[config.mk]
export PLATFORM = sky130hd
export DESIGN_NAME = shared_state_streamer
export DESIGN_NICKNAME = d
export VERILOG_FILES = /design/src/rtl/smaesh_stream_pkg.sv /design/src/rtl/shared_state_streamer_slice_mux.sv /design/src/rtl/shared_state_streamer.sv
export SDC_FILE = /design/constraint.sdc
export NUM_CORES = 1
export LEC_CHECK = 0
export CORE_AREA = 2 2 217 219
export CTS_BUF_LIST = sky130_fd_sc_hd__clkbuf_4
export DETAILED_ROUTE_END_ITERATION = 8
export DIE_AREA = 0 0 219 221
export GPL_ROUTABILITY_DRIVEN = 0
export GPL_TIMING_DRIVEN = 0
export HOLD_SLACK_MARGIN = 0.08
export PLACE_DENSITY = 0.74
export SLEW_MARGIN = 15
export SYNTH_ARGS = -nofsm -noshare
export SYNTH_HDL_FRONTEND = slang
export SYNTH_SLANG_ARGS = --single-unit
[constraint.sdc]
create_clock -name clk -period 3.21 [get_ports clk]
set_input_delay 0.321 -clock clk [delete_from_list [all_inputs] [get_ports clk]]
set_output_delay 0.321 -clock clk [all_outputs]
set_load 0.05 [all_outputs]
[src/rtl/smaesh_stream_pkg.sv]
// Shared definitions for the byte-serial masked-state streamer.
package smaesh_stream_pkg;

  localparam int N_BYTES = 16;
  localparam int CNT_W   = 4;

  localparam logic [CNT_W-1:0] LAST_CNT = CNT_W'(N_BYTES - 1);

  typedef enum logic [1:0] {
    IDLE    = 2'd0,
    LOAD    = 2'd1,
    PRESENT = 2'd2,
    DRAIN   = 2'd3
  } stream_state_t;

endpackage

[src/rtl/shared_state_streamer_slice_mux.sv]
// 16:1 selector picking one shared byte slice out of the full state.
module slice_mux
  import smaesh_stream_pkg::*;
#(
  parameter int SLICE_W = 16
) (
  input  logic [N_BYTES*SLICE_W-1:0] data,
  input  logic [CNT_W-1:0]           sel,
  output logic [SLICE_W-1:0]         slice_sel
);

  // Plain indexed read; shares are moved untouched.
  always_comb begin
    slice_sel = data[int'(sel)*SLICE_W +: SLICE_W];
  end

endmodule

[src/rtl/shared_state_streamer.sv]
// Loads a shared AES state byte by byte and presents it to the masked core,
// or captures a shared state from the core and streams it back out.
module shared_state_streamer
  import smaesh_stream_pkg::*;
#(
  parameter int d = 2
) (
  input  logic                   clk,
  input  logic                   rst_n,
  input  logic                   flush,
  input  logic [8*d-1:0]         in_data,
  input  logic                   in_valid,
  output logic                   in_ready,
  output logic [N_BYTES*8*d-1:0] st_out,
  output logic                   st_out_valid,
  input  logic                   st_out_ready,
  input  logic [N_BYTES*8*d-1:0] st_in,
  input  logic                   st_in_valid,
  output logic                   st_in_ready,
  output logic [8*d-1:0]         out_data,
  output logic                   out_valid,
  input  logic                   out_ready,
  output logic                   out_last,
  output logic                   busy
);

  localparam int SLICE_W = 8*d;
  localparam int STATE_W = N_BYTES*SLICE_W;

  stream_state_t        state;
  stream_state_t        next_state;
  logic [CNT_W-1:0]     cnt;
  logic [STATE_W-1:0]   buffer;
  logic [N_BYTES-1:0]   slice_we;
  logic [SLICE_W-1:0]   drain_slice;
  logic                 capture;
  logic                 load_beat;
  logic                 drain_beat;

  // Completed handshakes this cycle; flush suppresses all of them.
  always_comb begin
    capture    = !flush && (state == IDLE) && st_in_valid;
    load_beat  = !flush && in_valid &&
                 (((state == IDLE) && !st_in_valid) || (state == LOAD));
    drain_beat = !flush && (state == DRAIN) && out_ready;
  end

  // State register.
  always_ff @(posedge clk or negedge rst_n) begin
    if (!rst_n) state <= IDLE;
    else        state <= next_state;
  end

  // Next-state logic; flush overrides everything.
  always_comb begin
    next_state = state;
    if (flush) begin
      next_state = IDLE;
    end else begin
      case (state)
        IDLE: begin
          if (capture)        next_state = DRAIN;
          else if (load_beat) next_state = LOAD;
        end
        LOAD:    if (load_beat && (cnt == LAST_CNT))  next_state = PRESENT;
        PRESENT: if (st_out_ready)                    next_state = IDLE;
        DRAIN:   if (drain_beat && (cnt == LAST_CNT)) next_state = IDLE;
        default: next_state = IDLE;
      endcase
    end
  end

  // Byte counter; wraps to 0 naturally after byte 15 in both directions.
  always_ff @(posedge clk or negedge rst_n) begin
    if (!rst_n)                      cnt <= '0;
    else if (flush || capture)       cnt <= '0;
    else if (load_beat || drain_beat) cnt <= cnt + 1'b1;
  end

  // Decoded write enable for the slice addressed by the counter.
  always_comb begin
    slice_we = '0;
    if (load_beat) slice_we[cnt] = 1'b1;
  end

  // Shared buffer: full capture from the core, or one slice per load beat.
  always_ff @(posedge clk or negedge rst_n) begin
    if (!rst_n) begin
      buffer <= '0;
    end else if (capture) begin
      buffer <= st_in;
    end else begin
      for (int i = 0; i < N_BYTES; i++) begin
        if (slice_we[i]) buffer[i*SLICE_W +: SLICE_W] <= in_data;
      end
    end
  end

  slice_mux #(
    .SLICE_W (SLICE_W)
  ) u_slice_mux (
    .data      (buffer),
    .sel       (cnt),
    .slice_sel (drain_slice)
  );

  // Outputs decoded from state/registers; in_ready in IDLE yields to st_in_valid.
  always_comb begin
    in_ready     = 1'b0;
    st_in_ready  = 1'b0;
    st_out_valid = 1'b0;
    st_out       = '0;
    out_valid    = 1'b0;
    out_data     = '0;
    out_last     = 1'b0;
    case (state)
      IDLE: begin
        st_in_ready = 1'b1;
        in_ready    = !st_in_valid;
      end
      LOAD: in_ready = 1'b1;
      PRESENT: begin
        st_out_valid = 1'b1;
        st_out       = buffer;
      end
      DRAIN: begin
        out_valid = 1'b1;
        out_data  = drain_slice;
        out_last  = (cnt == LAST_CNT);
      end
      default: ;
    endcase
  end

  assign busy = (state != IDLE);

endmodule

Yosys cells after proc, flatten, opt, wreduce, memory -nomap -nowiden
Cells that the tools add are included.

storage, ports and cells
  RAM bits = 0
  memories kept = 0
  bits in latches = 0
  memory bits (read-only) = 0
  register bits after elaboration = 262

cells by class
  multiplexer cells = 36
  multipliers = 0
  equality and inequality tests = 8
  reduce and logical (&&, ||, !) cells = 35
  div/mod/pow operators = 0
  shift operators = 1
  $add $sub $neg = 1
  bitwise gates (word level) = 0
  magnitude comparators = 2

operator list
  operator                                                            number
  2-to-1 mux 256 bit                                                  2
  2-to-1 mux 16 bit                                                   18
  variable part select 256 x 9 -> 16 bit                              1
  nonzero test 2 bit                                                  18
  2-to-1 mux 2 bit                                                    6
  logical AND 1 bit                                                   10
  2-to-1 mux 4 bit                                                    2
  one-hot mux 2 bit (4 select lines)                                  1
  inequality test 3 x 2 -> 1 bit (second input constant)              2
  < comparator 4 x 5 -> 1 bit (second input constant)                 1
  2-to-1 mux 1 bit                                                    5
  adder 4 x 1 -> 4 bit (second input constant)                        1
  demux 1 bit (select 4 bit)                                          1
  equality test 2 bit (second input constant)                         2
  equality test 4 bit (second input constant)                         1
  greater-or-equal comparator 4 x 1 -> 1 bit (second input constant)  1
  inequality test 4 bit (second input constant)                       1
  AND reduction 4 bit                                                 1
  logical OR 1 bit                                                    3
  inequality test 3 bit (second input constant)                       1
  equality test 2 x 1 -> 1 bit (second input constant)                1
  logical NOT 1 bit                                                   2
  logical NOT 2 bit                                                   1
  one-hot mux 1 bit (2 select lines)                                  1

Longest topological paths before layout
Gate-level depths: netlist (run 1).

  depth after elaboration = 8
  gate-level depth with buffers = 8
  depth with buffers taken out = 5

Hierarchy
From an unflattened synthesis (run 1), not the netlist that was laid out.

unflattened totals
  cells, all modules = 1634
  area total of the unflattened synthesis = 16283.1 um2

modules (own cells, without submodules)
  module                 times used  area each (um2)  cells an instance  sequential area each (um2)
  shared_state_streamer  1           14350.0          1497               6556.3
  slice_mux              1           1933.1           137                0.0

Worst setup path after synthesis (run 1)
Ideal clock, no wire load.

  path kind = reg2out
  from = register cnt[0]
  to = output out_data[10]
  data required time = 2.889 ns
  path slack = 0.348 ns
  stages on the path, launching flop included = 8
  arrival = 2.541 ns
  path through = dfrtp_1 > buf_2 > buf_2 > nor2_1 > clkbuf_1 > a22oi_1 > nand2_1 > o21ai_0

between the ends
  cells in the longest elaborated chain, start to end = 2

ends and longest elaborated chain
  item                                    RTL line                               source
  start: declaration                      shared_state_streamer.sv:32            logic [CNT_W-1:0] cnt;
  start signal: assignment                shared_state_streamer.sv:77            else if (load_beat || drain_beat) cnt <= cnt + 1'b1;
  variable part select 256 x 9 -> 16 bit  shared_state_streamer_slice_mux.sv:14  slice_sel = data[int'(sel)*SLICE_W +: SLICE_W];
  2-to-1 mux 16 bit                       shared_state_streamer.sv:116           case (state)
  end: declaration                        shared_state_streamer.sv:20            output logic [8*d-1:0] out_data,

Every way passes these cells.

Worst setup path after layout (run 1)
  from = register state[0]
  to = output st_out[194]

between the ends
  cells in the longest elaborated chain, start to end = 2

ends and longest elaborated chain
  item                      RTL line                      source
  start: declaration        shared_state_streamer.sv:30   stream_state_t state;
  start signal: assignment  shared_state_streamer.sv:51   else state <= next_state;
  equality test 2 bit       shared_state_streamer.sv:116
  2-to-1 mux 256 bit        shared_state_streamer.sv:116
  end: declaration          shared_state_streamer.sv:14   output logic [N_BYTES*8*d-1:0] st_out,

Every way passes these cells.

==> summary.txt, run 1 <==
Critical path
  • Crit path max fanout: 10
  • Worst setup path start: state[0]$_DFFE_PN0P_
  • Crit path capture: st_out[194]
  • Worst R2R End: buffer[121]$_DFFE_PN0P_
  • Reg2reg setup slack: 230 ps
  • Critical path's slowest cell: dfrtp_1
  • Worst r2r path cells: 8
  • Critical path launch point type: flop
  • Worst EP required: 2890 ps
  • WS Path Type: flop to output pin
  • Crit path buf inv count: 4
  • Critical-path cell list: buf_6 > nor2b_4 > clkbuf_8 > clkbuf_4 > and2_1 > clkdlybuf4s15_2
  • Worst path max stage delay: 430 ps
  • Crit. End Element: output pin
  • Worst reg2reg startpoint: state[1]$_DFFE_PN0P_
  • Worst path depth: 6
  • Crit path arrival time: 2830 ps
  • Delay-heaviest family, CP: buffers and inverters

Logic synthesis
  • Synth cell types: 34
  • Ys Warns: 0
  • Cells after synthesis: 1693
  • Synthesized area: approximately 16000 um2
  • Seq/Total Area, Yosys: 0.402
  • Post-synthesis register bit count: 262
  • Post-synth net total: 1976
  • Synth Area per Inst: 9.63 um2

STA
  • Final setup skew: 40.2 ps
  • Hold Vio Cnt, Final: 0
  • Final Slew Violations: 0
  • F_max: 317 MHz
  • Worst slew pin tran: 1220 ps
  • Period utilisation layout: 0.981
  • Slew headroom: 0.187
  • RSZ-0062 raised after global routing: true
  • Final setup fails: 0
  • Fin crit period: 3150 ps
  • Setup Total Neg Slack: 0 ps

Routing
  • DRC Markers: 0
  • WL/cell: 27.6 um
  • Drt pass-1 iters: 5
  • Iter 0 DRT Violations: 1579
  • Detailed Route WL: 83400 um
  • Vias per inst: 5.44
  • Detailed-route via count: around 16000
  • Detail Route Antenna Nets: 0

Global routing
  • GRT Residual Overflow: 0
  • Largest net degree at the start of global routing: between 100 and 150
  • Global router's overall resource usage: 0.338
  • First-pass GRT wire length: 117000 um
  • Vias in the first global route: 17400
  • Initial antenna violation count: 7

Floorplan
  • Core ar.: 46100 um2
  • Site row count: 79
  • DIE WIDTH: 219 um
  • I/O pin total: 557
  • Die extent in y: 221 um
  • Die outline area: 48400 um2
  • Initial Util: 0.354

Layout
  • Most common cell after layout, fill and taps aside: mux2i_1
  • Non-Filler Instances: 3024
  • Final Net Count: 2636
  • Share of cells above drive strength 1: 0.233
  • Area grow syn2layout: 50.1%
  • Final core occ: 0.531
  • Most frequent cells in the layout: mux2i_1, clkdlybuf4s50_1, inv_1, dfrtp_1, and2_1

Place
  • IO buf count: around 560
  • DP HPWL: 63300 um
  • DP Cell Count: about 2900

Clocking
  • # H-tree levels: 3
  • Clk_lat worst skew: about 820 ps
  • CTS tree: yes
  • CTS Root Cell: clkbuf_4
  • CTS buffer count: 79
  • Reg clk slew, reported paths: around 70 ps
  • CTS Sinks: 262
  • Clock Path Buffers: 3
  • Post-CTS Setup Inserts: 0

Power
  • Leak: approximately 12 nW
  • VDD IR max: 370 uV
  • Power per cell area: 570 nW/um2

Outcome
  • Status: finished clean

Min path
  • Min-Delay Path Class: input port to async pin

Flow run
  • MaxCap Viol Count: 0
## state kept, by name, indices dropped and copies added (netlist names)
| register | flops |
|---|---|
| cnt | 4 |
| state | 2 |
| buffer | 256 |
## stage by stage
step           power (W)  instance area, um2  hold slack, ps  setup slack [ps]
2_1_floorplan    0.00798               16300            25.4               348
3_3_place_gp      0.0103               22600             518             -9930
3_5_place_dp      0.0105               22700             326             -1120
4_1_cts           0.0139               24400            80.3             -69.4
5_1_grt           0.0145               24500            80.8             -27.8
6_report          0.0139               24500             128              59.5
## power breakdown
group	internal (W)	switching [W]	leakage [nW]
logic	0.00201	0.00329	8.60
clock network	0.00168	0.00167	0.585
registers	0.00429	0.00100	3.06
total	0.00798	0.00596	12.2
## layer usage
layer / vias to the layer above / routed length, um / GRT usage
li1: 6992 / - / -
met1: 8122 / 31700 / 0.408
met2: 1072 / 39600 / 0.555
met3: 250 / 7440 / 0.0904
met4: 4 / 4530 / 0.169
met5: - / 27 / 0
## cell usage after synthesis
cell,count,area share
nor4b_4,1,0.0015
nand2_1,20,0.0046
a21oi_2,1,0.00054
a31oi_4,9,0.012
nor4_4,1,0.0013
nor2b_4,1,0.00084
a22oi_1,48,0.022
inv_1,262,0.060
dfrtp_1,262,0.40
buf_4,7,0.0032
a31oi_1,2,0.00077
buf_12,1,0.0012
buf_2,29,0.0089
ha_1,4,0.0031
nor3_1,4,0.0012
a31oi_2,6,0.0046
clkbuf_1,88,0.020
nor2b_1,25,0.0096
a211oi_1,1,0.00046
nand3_1,3,0.00092
or3_1,2,0.00077
nor2_1,5,0.0012
a221oi_1,1,0.00054
mux4_2,32,0.044
o41a_2,1,0.00077
buf_6,14,0.0097
o21ai_0,18,0.0055
xnor2_1,1,0.00054
and2_1,258,0.099
buf_1,6,0.0014
and3_1,1,0.00038
a21oi_1,256,0.079
or2_2,1,0.00038
mux2i_1,322,0.20
## cell families (layout without fill, tap and decap cells)
logic type      count (synthesis)  count (layout)  synth area share
xor+xnor                        1               1          0.000537
other cells                     0               6                 0
fa+ha+maj                       4               4           0.00307
compound gates                343             343             0.126
flops                         262             262             0.402
mux                           354             354             0.242
buf+inv                       407            1125             0.105
simple gates                  322             322             0.122
## how the worst min path moves through the flow
stage | startpoint | to | slack, ps
2_1_floorplan | rst_n | buffer[0]$_DFFE_PN0P_ | 30
3_3_place_gp | buffer[157]$_DFFE_PN0P_ | buffer[157]$_DFFE_PN0P_ | 520
3_5_place_dp | rst_n | buffer[171]$_DFFE_PN0P_ | 330
4_1_cts | rst_n | buffer[171]$_DFFE_PN0P_ | 80
5_1_grt | st_in[133] | buffer[133]$_DFFE_PN0P_ | 80
6_report | rst_n | buffer[171]$_DFFE_PN0P_ | 130
## area by class of cell
| type | count | area, um2 |
|---|---|---|
| sequential | 262 | 6560 |
| clock buffer | 112 | 841 |
| tap | 607 | 759 |
| multi-input combinational | 1024 | 8240 |
| antenna | 6 | 15.0 |
| inverter | 262 | 983 |
| fill | 4180 | 21600 |
| buffer | 141 | 973 |
| timing repair buffer | 583 | 5960 |
| clock inverter | 27 | 133 |
## what timing repair did
item                                    4_1_cts  5_1_grt
hold buffers                                 26        0
endpoints found under the hold margin       291        0
gates resized for setup                    1023       64
endpoints found under the setup margin      454       62
pin swaps                                     2        0
## tightest hold or removal path, delay by kind of cell
family / cells / cell delay [ps]
buffers and inverters: 3 / 1040
No activity file was read; power rests on OpenSTA's default activity.
==> run 2, diff against run 1 <==
Clock period 3.21 ns to 3.01 ns, I/O delays scaled along.
==> run 2 against run 1 <==
Net effect:
- hold slack lost 8.8 ps
- die area did not move
- sequential cell count unchanged
- routed wire length up 1.6%
- critical path type is now flop to flop
- clock skew up 18 ps
- final area decreased by 0.71%
- largest power group unchanged
- core utilization decreased by 0.38 points
- global-route usage rose by 0.43 points
- first-iteration DRC count is 4.0% higher
==> summary.txt, run 2 (synthesized netlist as in run 1, its figures left out) <==
Outcome
  • Status: finished clean

Min path
  • Hold Crit Start: st_in[245]
  • Min-Delay Path Class: input port to flop
  • Hold EP: buffer[245]$_DFFE_PN0P_
  • Hold path depth: 3

Clocking
  • CTS Sinks: 262 (unchanged)
  • CTS Root Cell: clkbuf_4
  • CTS tree: yes
  • CTS buffer count: 79 (unchanged)
  • Clock Path Buffers: 3 (unchanged)
  • # H-tree levels: 3 (unchanged)
  • Reg clk slew, reported paths: 70 ps (about the same)
  • Clk_lat worst skew: 840 ps (+20 ps)

Routing
  • Drt pass-1 iters: 5 (unchanged)
  • Iter 0 DRT Violations: 1642 (+4.0%)
  • Detail Route Antenna Nets: 0 (unchanged)
  • WL/cell: 27.4 um (-0.66%)
  • Vias per inst: 5.47 (+0.58%)
  • DRC Markers: 0 (unchanged)
  • Detailed Route WL: 84700 um (+1.6%)
  • Detailed-route via count: 16900 (+2.9%)

Layout
  • Largest regs: buffer x256, cnt x4, state x2
  • Fill count: 4267 (+2.1%)
  • Final Net Count: 2704 (+2.6%)
  • Biggest register: buffer
  • Max reg flops: 256 (unchanged)
  • Most frequent cells in the layout: mux2i_1, clkdlybuf4s50_1, inv_1, dfrtp_1, a21oi_1
  • Final core occ: 0.527 (-0.00378)
  • Most common cell after layout, fill and taps aside: mux2i_1
  • Share of cells above drive strength 1: 0.254 (+0.0210)
  • Area grow syn2layout: 49.0%

Power
  • Internal Power: 0.00852 W (+6.8%)
  • Power per cell area: 615 nW/um2 (+7.9%)
  • Net switching power figure: 0.00642 W (+7.7%)
  • Register share of total power: 0.378 (about the same)
  • Sw Share: 0.430 (+0.00212)
  • Leak: 12.8 nW (+4.9%)
  • Logic gate share of total power: 0.384 (+0.004)
  • Clk pwr share: 0.239 (about the same)
  • VDD IR max: 389 uV (+5.2%)

Flow run
  • MaxCap Viol Count: 0 (unchanged)

Global routing
  • First-pass GRT wire length: 119000 um (+1.5%)
  • Initial antenna violation count: 7 (unchanged)
  • GRT Residual Overflow: 0 (unchanged)
  • Global router's overall resource usage: 0.343 (+0.00429)
  • Vias in the first global route: 17700 (+1.6%)
  • Largest net degree at the start of global routing: 101 (unchanged)

Place
  • DP HPWL: 63300 um (unchanged)
  • DP Worst Slack: -1300 ps (-180 ps)
  • IO buf count: 555 (unchanged)

Critical path
  • Crit. End Element: flop
  • Crit path arrival time: 3690 ps (+860 ps)
  • Worst r2r path cells: 8 (unchanged)
  • Worst R2R End: buffer[121]$_DFFE_PN0P_
  • WS Path Type: flop to flop
  • Worst EP required: 3720 ps (+830 ps)
  • Worst reg2reg startpoint: state[1]$_DFFE_PN0P_
  • Crit path max fanout: 10 (unchanged)
  • Critical path launch point type: flop
  • Reg2reg setup slack: 30 ps (-200 ps)

Floorplan
  • Die extent in y: 221 um (unchanged)
  • DIE WIDTH: 219 um (unchanged)
  • Initial Util: 0.354 (unchanged)
  • Site row count: 79 (unchanged)
  • Die outline area: 48400 um2 (unchanged)
  • I/O pin total: 557 (unchanged)
  • Core ar.: 46100 um2 (unchanged)

STA
  • F_max: 336 MHz
  • Final setup skew: 58.5 ps (+18.3 ps)
  • Setup WS post-layout: 30.8 ps (-28.8 ps)
  • Worst slew pin tran: 1210 ps (-6.58 ps)
  • Period utilisation layout: 0.990
  • RSZ-0062 raised after global routing: true
  • Final Slew Violations: 0 (unchanged)
  • Final setup fails: 0 (unchanged)
  • Fin crit period: 2980 ps
  • Hold Vio Cnt, Final: 0 (unchanged)
  • Slew headroom: 0.191 (+0.00439)
[run 2: cell types whose count changed in the layout (fill, tap and decap cells not counted), sizes merged]
cell | previous run | this run
clkdlybuf4s15 | 191 | 1
buf | 107 | 286
clkbuf | 189 | 255
dlygate4sd3 | 25 | 76
dlygate4sd2 | 26 | 5
clkdlybuf4s18 | 17 | 0
diode | 6 | 8
[run 2: timing repair]
item / CTS / global route
gates resized for setup: 1218 / 441
setup endpoints to repair: 466 / 210
pin swaps: 15 / 11
gates cloned: 4 / 1
setup buffers: 8 / 7
hold buffers: 77 / 0
endpoints found under the hold margin: 341 / 0
[run 2: through the flow]
stage	power [W]	instances	area, um2	hold slack (ps)	setup TNS, ps
2_1_floorplan	0.00851	1693	16300	5.41	0
3_3_place_gp	0.0110	2855	22600	518	-2856490
3_5_place_dp	0.0112	2857	22700	306	-233920
4_1_cts	0.0149	3081	24900	80.0	-17450
5_1_grt	0.0156	3093	24300	75.2	-199
6_report	0.0149	3094	24300	120	0
[run 2: worst max-delay path by stage]
| stage | end | depth (start not counted) | from | slack, ps |
|---|---|---|---|---|
| finish | buffer[121]$_DFFE_PN0P_ | 8 | state[1]$_DFFE_PN0P_ | 30 |
| global route | out_data[15] | 7 | cnt[0]$_DFFE_PN0P_ | -50 |
| CTS | st_out[233] | 6 | state[0]$_DFFE_PN0P_ | -240 |
| detailed placement | out_data[0] | 7 | cnt[1]$_DFFE_PN0P_ | -1300 |
| global placement | buffer[11]$_DFFE_PN0P_ | 1 | rst_n | -10110 |
| floorplan | out_data[10] | 7 | cnt[0]$_DFFE_PN0P_ | 170 |
[run 2: final cells by class]
cell class | count | area (um2) | share of cell area
Antenna cell | 8 | 20.0 | 0.000824
Buffer | 139 | 1060 | 0.0437
Clock buffer | 112 | 841 | 0.0346
Clock inverter | 27 | 133 | 0.00546
Inverter | 262 | 983 | 0.0405
Multi-Input combinational cell | 1024 | 8340 | 0.343
Sequential cell | 262 | 6560 | 0.270
Tap cell | 607 | 759 | 0.0313
Timing Repair Buffer | 653 | 5600 | 0.230
[run 2: layer usage]
metal | share of wire | track usage | up-vias | routed length [um]
li1 | - | - | 7137 | -
met1 | 0.38 | 0.416 | 8295 | 32300
met2 | 0.47 | 0.563 | 1180 | 40000
met3 | 0.088 | 0.0823 | 302 | 7420
met4 | 0.059 | 0.176 | 4 | 5000
met5 | 0.00030 | 0 | - | 25
[run 2: power groups by stage]
stage / combinational, W / sequential [W] / clock (W)
after floorplan: 0.00338 / 0.00512 / 0
after global placement: 0.00544 / 0.00557 / 0
after detailed placement: 0.00557 / 0.00563 / 0
after CTS: 0.00573 / 0.00560 / 0.00359
after global routing: 0.00604 / 0.00573 / 0.00378
final: 0.00573 / 0.00564 / 0.00357
[run 2: critical path, cell delays in order (launching register included)]
cell	delay, ps
dfrtp_1	370
buf_6	160
nor4b_4	70
buf_6	180
nor2b_1	110
clkbuf_1	670
clkbuf_1	950
a21oi_1	100
mux2i_1	200
